==> config.mk <==
export PLATFORM = sky130hd
export DESIGN_NAME = image_rotate_reader_flat
export DESIGN_NICKNAME = d
export VERILOG_FILES = /design/src/rtl/image_rotate_reader_if.sv /design/src/rtl/image_rotate_reader.sv /design/src/flat_wrapper.sv
export SDC_FILE = /design/constraint.sdc
export NUM_CORES = 2
export LEC_CHECK = 0
export CAP_MARGIN = 15
export CORE_ASPECT_RATIO = 0.6
export CORE_MARGIN = 4
export CORE_UTILIZATION = 35
export CTS_BUF_LIST = sky130_fd_sc_hd__clkbuf_4
export CTS_CLUSTER_DIAMETER = 50
export CTS_CLUSTER_SIZE = 16
export DETAILED_ROUTE_END_ITERATION = 10
export GPL_TIMING_DRIVEN = 0
export RECOVER_POWER = 25
export SLEW_MARGIN = 25
export SYNTH_ARGS = -nofsm -noshare
export SYNTH_HDL_FRONTEND = slang
export SYNTH_SLANG_ARGS = --single-unit
==> constraint.sdc <==
create_clock -name clk -period 33.9 [get_ports clk]
set_input_delay 6.78 -clock clk [delete_from_list [all_inputs] [get_ports clk]]
set_output_delay 6.78 -clock clk [all_outputs]
set_load 0.005 [all_outputs]
==> src/rtl/image_rotate_reader_if.sv <==
// image_rotate_reader_if: frame control, frame-buffer read port and pixel stream of the rotation engine; master = engine, slave = environment
interface image_rotate_reader_if #(parameter int ADDR_W = 16, parameter int FRAC = 14);
  logic start;
  logic signed [FRAC+1:0] cos_q;
  logic signed [FRAC+1:0] sin_q;
  logic mem_rd_en;
  logic [ADDR_W-1:0] mem_addr;
  logic [7:0] mem_rdata;
  logic out_valid;
  logic out_ready;
  logic [7:0] out_pixel;
  logic out_last;
  logic busy;
  logic done;
  modport master (
    input start, cos_q, sin_q, mem_rdata, out_ready,
    output mem_rd_en, mem_addr, out_valid, out_pixel, out_last, busy, done
  );
  modport slave (
    output start, cos_q, sin_q, mem_rdata, out_ready,
    input mem_rd_en, mem_addr, out_valid, out_pixel, out_last, busy, done
  );
endinterface

==> src/rtl/image_rotate_reader.sv <==
// image_rotate_reader: inverse-mapping rotator; clk/rst plus bus (start, cos_q/sin_q in, mem_rd_en/mem_addr/mem_rdata read port, out_valid/out_ready/out_pixel/out_last stream, busy/done)
module image_rotate_reader #(
  parameter int ROWS = 242,
  parameter int COLS = 247,
  parameter int ADDR_W = 16,
  parameter int FRAC = 14
) (
  input logic clk,
  input logic rst,
  image_rotate_reader_if.master bus
);
  localparam int RW = $clog2(ROWS);
  localparam int CW = $clog2(COLS);
  localparam logic [RW-1:0] ROW_MAX = RW'(ROWS - 1);
  localparam logic [CW-1:0] COL_MAX = CW'(COLS - 1);
  typedef enum logic [2:0] {IDLE, CALC, READ, WAIT, OUT, DONE} state_t;
  state_t state;
  logic [RW-1:0] row;
  logic [CW-1:0] col;
  logic signed [FRAC+1:0] cos_r, sin_r;
  logic signed [31:0] cos_w, sin_w, dx2, dy2, sx_sum, sy_sum, src_x, src_y;
  logic in_bounds, last_px;
  logic [ADDR_W-1:0] addr;
  always_comb begin
    cos_w = 32'(cos_r);
    sin_w = 32'(sin_r);
    dx2 = 2 * int'(col) - (COLS - 1);
    dy2 = 2 * int'(row) - (ROWS - 1);
    sx_sum = cos_w * dx2 + sin_w * dy2 + ((COLS - 1) <<< FRAC);
    sy_sum = cos_w * dy2 - sin_w * dx2 + ((ROWS - 1) <<< FRAC);
    src_x = sx_sum >>> (FRAC + 1);
    src_y = sy_sum >>> (FRAC + 1);
    in_bounds = src_x >= 0 && src_x < COLS && src_y >= 0 && src_y < ROWS;
    addr = ADDR_W'(src_y * COLS + src_x);
    last_px = row == ROW_MAX && col == COL_MAX;
  end
  always_ff @(posedge clk) begin
    if (rst) begin
      state <= IDLE;
      row <= '0;
      col <= '0;
      cos_r <= '0;
      sin_r <= '0;
      bus.mem_rd_en <= 1'b0;
      bus.mem_addr <= '0;
      bus.out_valid <= 1'b0;
      bus.out_pixel <= '0;
      bus.out_last <= 1'b0;
      bus.busy <= 1'b0;
      bus.done <= 1'b0;
    end else begin
      case (state)
        IDLE: if (bus.start) begin
          cos_r <= bus.cos_q;
          sin_r <= bus.sin_q;
          row <= '0;
          col <= '0;
          bus.busy <= 1'b1;
          state <= CALC;
        end
        CALC: begin
          bus.out_last <= last_px;
          if (in_bounds) begin
            bus.mem_rd_en <= 1'b1;
            bus.mem_addr <= addr;
            state <= READ;
          end else begin
            bus.out_pixel <= '0;
            bus.out_valid <= 1'b1;
            state <= OUT;
          end
        end
        READ: begin
          bus.mem_rd_en <= 1'b0;
          state <= WAIT;
        end
        WAIT: begin
          bus.out_pixel <= bus.mem_rdata;
          bus.out_valid <= 1'b1;
          state <= OUT;
        end
        OUT: if (bus.out_ready) begin
          bus.out_valid <= 1'b0;
          if (bus.out_last) begin
            bus.busy <= 1'b0;
            bus.done <= 1'b1;
            state <= DONE;
          end else begin
            col <= col == COL_MAX ? '0 : col + CW'(1);
            row <= col == COL_MAX ? row + RW'(1) : row;
            state <= CALC;
          end
        end
        DONE: begin
          bus.done <= 1'b0;
          state <= IDLE;
        end
        default: state <= IDLE;
      endcase
    end
  end
endmodule

==> src/flat_wrapper.sv <==
// flat-port wrapper written by rule: the top's interface ports become plain ports
module image_rotate_reader_flat 
#(
  parameter int ROWS = 242,
  parameter int COLS = 247,
  parameter int ADDR_W = 16,
  parameter int FRAC = 14
)
  (clk, rst, bus_start, bus_cos_q, bus_sin_q, bus_mem_rdata, bus_out_ready, bus_mem_rd_en, bus_mem_addr, bus_out_valid, bus_out_pixel, bus_out_last, bus_busy, bus_done);
  image_rotate_reader_if #(.ADDR_W(ADDR_W), .FRAC(FRAC)) bus_i ();
  input logic clk;
  input logic rst;
  input wire logic [$bits(bus_i.start)-1:0] bus_start;
  input wire logic [$bits(bus_i.cos_q)-1:0] bus_cos_q;
  input wire logic [$bits(bus_i.sin_q)-1:0] bus_sin_q;
  input wire logic [$bits(bus_i.mem_rdata)-1:0] bus_mem_rdata;
  input wire logic [$bits(bus_i.out_ready)-1:0] bus_out_ready;
  output wire logic [$bits(bus_i.mem_rd_en)-1:0] bus_mem_rd_en;
  output wire logic [$bits(bus_i.mem_addr)-1:0] bus_mem_addr;
  output wire logic [$bits(bus_i.out_valid)-1:0] bus_out_valid;
  output wire logic [$bits(bus_i.out_pixel)-1:0] bus_out_pixel;
  output wire logic [$bits(bus_i.out_last)-1:0] bus_out_last;
  output wire logic [$bits(bus_i.busy)-1:0] bus_busy;
  output wire logic [$bits(bus_i.done)-1:0] bus_done;
  assign bus_i.start = bus_start;
  assign bus_i.cos_q = bus_cos_q;
  assign bus_i.sin_q = bus_sin_q;
  assign bus_i.mem_rdata = bus_mem_rdata;
  assign bus_i.out_ready = bus_out_ready;
  assign bus_mem_rd_en = bus_i.mem_rd_en;
  assign bus_mem_addr = bus_i.mem_addr;
  assign bus_out_valid = bus_i.out_valid;
  assign bus_out_pixel = bus_i.out_pixel;
  assign bus_out_last = bus_i.out_last;
  assign bus_busy = bus_i.busy;
  assign bus_done = bus_i.done;
  image_rotate_reader #(.ROWS(ROWS), .COLS(COLS), .ADDR_W(ADDR_W), .FRAC(FRAC)) u_core (.clk(clk), .rst(rst), .bus(bus_i));
endmodule
**Word level (Yosys, flattened, before mapping)**

Index checks and enable logic that the tools add are counted.

- Output and inout port bits: 29
- Bits in registers: 80
- Logic and storage cells: 92

- Order comparisons: 4
- Multiply operators: 5
- Reductions and logical operators: 20
- Multiplexer cells: 28
- Add/sub/neg operators: 9
- Equality and inequality tests: 14

Operators with widths:

| cell | count |
|---|---|
| $mul A16 B10 Y26 | 4 |
| $add A32 B23 Y32 const B | 2 |
| $mux W8 | 8 |
| $pmux W8 S2 | 3 |
| $ge A17 B1 Y1 const B | 2 |
| $lt A17 B9 Y1 const B | 2 |
| $add A32 B32 Y32 | 1 |
| $sub A32 B32 Y32 | 1 |
| $sub A9 B8 Y10 const B | 2 |
| $mul A17 B9 Y16 const B | 1 |
| $add A16 B16 Y16 | 1 |
| $add A8 B1 Y8 const B | 2 |
| $eq A8 B8 Y1 const B | 2 |
| $pmux W3 S5 | 1 |
| $mux W3 | 4 |
| $reduce_and A2 Y1 | 5 |
| $mux W1 | 8 |
| $ne A2 B2 Y1 const B | 4 |
| $reduce_and A4 Y1 | 2 |
| $reduce_bool A2 Y1 | 4 |
| $eq A3 B2 Y1 const B | 2 |
| $eq A3 B3 Y1 const B | 2 |
| $ne A2 B1 Y1 const B | 3 |
| $pmux W1 S2 | 3 |
| 7 further kinds | 11 |

**Depth between registers and ports, before layout**

- Depth in word-level cells: 10
- Mapped depth: 60
- Gate-level depth less buffers: 57

**Worst setup path before layout**

No wires, ideal clock.

- Path type: reg2reg
- Start: reg u_core.row[0]
- End: reg u_core.bus.mem_addr[15]
- Setup slack: 20.906 ns
- Arrival time: 12.914 ns
- Data required time: 33.821 ns
- Path buffers: 3
- Cell stages (with the launch flop): 58
- Path through: dfxtp_1 clkbuf_1 inv_2 buf_1 ha_1 nand2b_1 nand2_1 xnor2_1 clkbuf_1 nand2_1 fa_1 fa_1 inv_1 fa_1 fa_1 inv_1 fa_1 inv_1 [... 22 more ...] fa_1 inv_1 fa_1 fa_1 inv_1 fa_1 inv_1 ha_1 and2_1 o21ai_0 o31ai_1 o21a_1 o21ai_0 a21oi_1 o21a_1 nor2_1 xnor3_1 a211oi_2

- Word-level cells in the longest chain between the ends: 9
- Elaborated cells on any way between the ends: 17
- Those cells by class: add/sub: 6; mul: 3; order compare: 4; reduce/logical: 4

Ends and longest elaborated chain:

| element | line | RTL |
|---|---|---|
| from (decl) | image_rotate_reader.sv:18 | `logic [RW-1:0] row;` |
| from (signal assigned) | image_rotate_reader.sv:90 | `row <= col == COL_MAX ? row + RW'(1) : row;` |
| $sub A9 B8 Y10 (*) | image_rotate_reader.sv:28 | `dy2 = 2 * int'(row) - (ROWS - 1);` |
| branches (longest 8 deep; another with $sub A32 B32 Y32) | -- |  |
| to (signal assigned) | image_rotate_reader.sv:65 | `bus.mem_addr <= addr;` |
| to (decl) | image_rotate_reader_if.sv:17 | `output mem_rd_en, mem_addr, out_valid, out_pixel, out_last, busy, done` |

Every way passes the cells marked *.
A chain may end at the register's enable or synchronous reset.

**Final worst setup path**

Ends and elaborated chain as after synthesis.

==> out/qor.csv <==
stage,metric,value,unit
clock_network,CTS Sinks,80,
sta,Worst Clk Skew,40.6,ps
placed_design,input/output buffers,71,
clock_network,CTS root buf,clkbuf_4,
placed_design,GPL Wtd Cong,1.04,
worst_hold_path,WHS Endpoint,u_core.bus.out_valid,
synthesis,"Async S/R FF share, synth",0,
die,Initial Util,0.356,
routing,drt drc,0,
clock_network,clock tree buffer depth,2,
synthesis,sequential area share after synthesis,0.0536,
worst_hold_path,Hold Crit Depth,2,
global_route,first-pass GRT wire length,146000,µm
layout,"commonest non-fill, non-tap cells in the layout","inv_1, fa_1, ha_1",
layout,fraction of layout cells with a size suffix above 1,0.0177,
worst_setup_path,"setup slack, reg-to-reg",17050,ps
worst_setup_path,most frequent cell on the critical path,fa_1,
layout,fin cells,4638,
clock_network,"Clk pin slew, worst setup/hold paths",220,ps
routing,number of DRC markers in iteration 0,2498,
global_route,vias in the first global route,22800,
clock_network,CTS resizes,0,
global_route,Total Routing Usage GR,0.216,
layout,"Design Area, Final",32200,µm²
sta,unrepaired setup endpoints after global routing,no,
layout,final core occ,0.384,
placed_design,Inst Count DP,4618,
global_route,grt ovf,0,
worst_setup_path,R2R Path End,u_core.bus.mem_addr[15],
sta,setup tns final,0,ps
synthesis,number of synthesized flops with an enable pin,0,
clock_network,htree depth,3,
worst_setup_path,crit path max-delay cell type,clkbuf_1,
routing,routed via count,23400,
sta,Final setup viols,0,
sta,worst-margin pin slew,1200,ps
routing,final wirelength,95500,µm
clock_network,CTS buffer count,9,
flow_run,Max-cap violations,0,
die,# rows,82,
synthesis,"Top FF cell, synth",dfxtp_1,
synthesis,Yosys reg bits,80,
sta,Final min period,16850,ps
sta,period utilisation layout,0.497,
worst_setup_path,Critical Path RT,34440,ps
layout,"commonest non-fill, non-tap cell in the layout",inv_1,
sta,Fin. Hold Viols,0,
worst_setup_path,Worst setup EP type,flip-flop,
sta,Fmax,0.0593,GHz
clock_network,insertion delay to the later sink of the worst-skew pair,590,ps
clock_network,post-CTS setup buffer count,0,
clock_network,TritonCTS clock tree,built,
layout,nets@finish,4489,
placed_design,Area after DPL,32000,µm²
placed_design,DP HPWL,78800,µm
worst_hold_path,HP Class,flip-flop to flip-flop,
synthesis,Synthesized Nets,4406,
status,status,finished clean,
worst_setup_path,WS Path Type,flip-flop to flip-flop,
die,die area,90300,µm²
sta,Max transition margin,0.194,
die,Die Y,234,µm
clock_network,cts hold-fix bufs,0,
worst_setup_path,crit path DAT,17390,ps
synthesis,Post-Syn Area,29900,µm²
worst_setup_path,CP startpoint kind,flip-flop,
die,Core ar.,84000,µm²
sta,Final Max Tran Viols,0,
routing,Vias/cell,5.05,
synthesis,Unique masters post-synth,79,
worst_setup_path,worst-path fanout max,10,
routing,number of routed nets with antenna violations,0,
worst_setup_path,Reg2Reg Depth,57,
global_route,initial antenna violation count,8,
die,I/O pin cnt,73,
worst_hold_path,beginning of the worst hold path,u_core.bus.out_valid,
synthesis,Post-Syn Instances,3413,
worst_setup_path,Critical R2R Launch,u_core.row[0],
global_route,largest net degree at the start of global routing,17,
routing,drt wl/cell,20.6,µm
worst_setup_path,crit-path max cell delay,940,ps
routing,DRT Pass-1 Iters,8,
synthesis,synth warn,0,
synthesis,"Avg Cell Area, Syn",8.76,µm²
layout,Area Overhead vs Synth,7.90,%
die,Die W,385,µm
==> worst max path at each step <==
stage / from / endpoint / slack (ps) / depth (start not counted)
finish: u_core.row[0] / u_core.bus.mem_addr[15] / 17050 / 57
global route: u_core.row[0] / u_core.bus.mem_addr[15] / 16520 / 57
CTS: u_core.row[0] / u_core.bus.mem_addr[15] / 17380 / 58
detailed placement: u_core.row[0] / u_core.bus.mem_addr[15] / 17530 / 58
global placement: u_core.row[0] / u_core.bus.mem_addr[15] / 17070 / 57
floorplan: u_core.row[0] / u_core.bus.mem_addr[15] / 20910 / 57
==> final cells by class <==
| cell class | instances | area [µm²] |
|---|---|---|
| Antenna cell | 3 | 7.51 |
| Buffer | 150 | 572 |
| Clock buffer | 9 | 67.6 |
| Clock inverter | 7 | 109 |
| Fill cell | 8566 | 51800 |
| Inverter | 721 | 2710 |
| Multi-Input combinational cell | 2462 | 25000 |
| Sequential cell | 80 | 1600 |
| Tap cell | 1134 | 1420 |
| Timing Repair Buffer | 72 | 722 |
==> worst max-delay path, delay by kind of cell (launching register included) <==
kind | cells | cell delay, ps
adders and majority gates | 15 | 6340
AOI/OAI and AO/OA | 16 | 4040
buffers and inverters | 13 | 2810
and+or+nand+nor | 10 | 1860
xor gates and xnor gates | 3 | 1280
DFF | 1 | 430
==> registers in the layout, indices dropped and copies added (netlist names) <==
name,count
u_core.row,8
u_core.state,3
u_core.bus.mem_rd_en,1
u_core.bus.out_last,1
u_core.bus.mem_addr,16
u_core.bus.out_valid,1
u_core.cos_r,16
u_core.bus.done,1
u_core.bus.busy,1
u_core.sin_r,16
u_core.col,8
u_core.bus.out_pixel,8
==> synthesized netlist by cell type, types with 4 or more instances <==
library cell	instances	share of area
o21ai_0	58	0.0097
buf_1	5	0.00063
xor2_1	56	0.016
a32o_1	8	0.0027
nor4_1	5	0.0010
nand2b_1	83	0.017
a31oi_1	9	0.0019
inv_1	717	0.090
and3_1	11	0.0023
a211oi_1	15	0.0038
a21o_1	27	0.0068
and2_1	212	0.044
o31ai_1	7	0.0018
a31o_2	5	0.0015
or3_1	43	0.0090
o21a_1	21	0.0053
nor3_1	32	0.0054
clkbuf_1	143	0.018
o2111ai_1	4	0.0012
nand2_1	360	0.045
o31a_1	6	0.0018
o21ai_1	6	0.0010
nand3_1	45	0.0075
nor2_1	101	0.013
a21boi_0	4	0.0010
dfxtp_1	80	0.054
a21oi_1	133	0.022
fa_1	570	0.38
nor2b_1	43	0.0090
o211ai_1	4	0.0010
o21bai_1	8	0.0020
nand4_1	10	0.0021
xnor2_1	117	0.034
ha_1	379	0.16
o41a_1	4	0.0015
or2_2	14	0.0029
a41o_1	5	0.0017
==> through the flow <==
step	setup slack (ps)	hold slack, ps
2_1_floorplan	20910	453
3_3_place_gp	17070	447
3_5_place_dp	17530	457
4_1_cts	17380	483
5_1_grt	16520	497
6_report	17050	481
==> layer usage <==
layer / vias up / part of all wire / GRT usage
met5: - / 0 / 0
met1: 11600 / 0.50 / 0.355
met3: 52 / 0.13 / 0.0686
li1: 10700 / - / -
met2: 1104 / 0.36 / 0.274
met4: 0 / 0.0090 / 0.0238
==> cells by family (layout without fill, tap and decap cells) <==
kind of cell             count (synthesis)  count (layout)  share of synthesized area
AND/OR/NAND/NOR                        972             972                      0.163
adder cells (fa/ha/maj)                949             949                      0.541
buffers and inverters                  871             959                      0.109
AO/OA/AOI/OAI                          365             365                     0.0816
XOR/XNOR                               174             174                     0.0515
flip-flops                              80              80                     0.0536
multiplexers                             2               2                   0.000712
other                                    0               3                          0
Power is left out: the tool's default activity adds up to more than one toggle a clock period on the data nets, which glitch-free logic cannot reach.
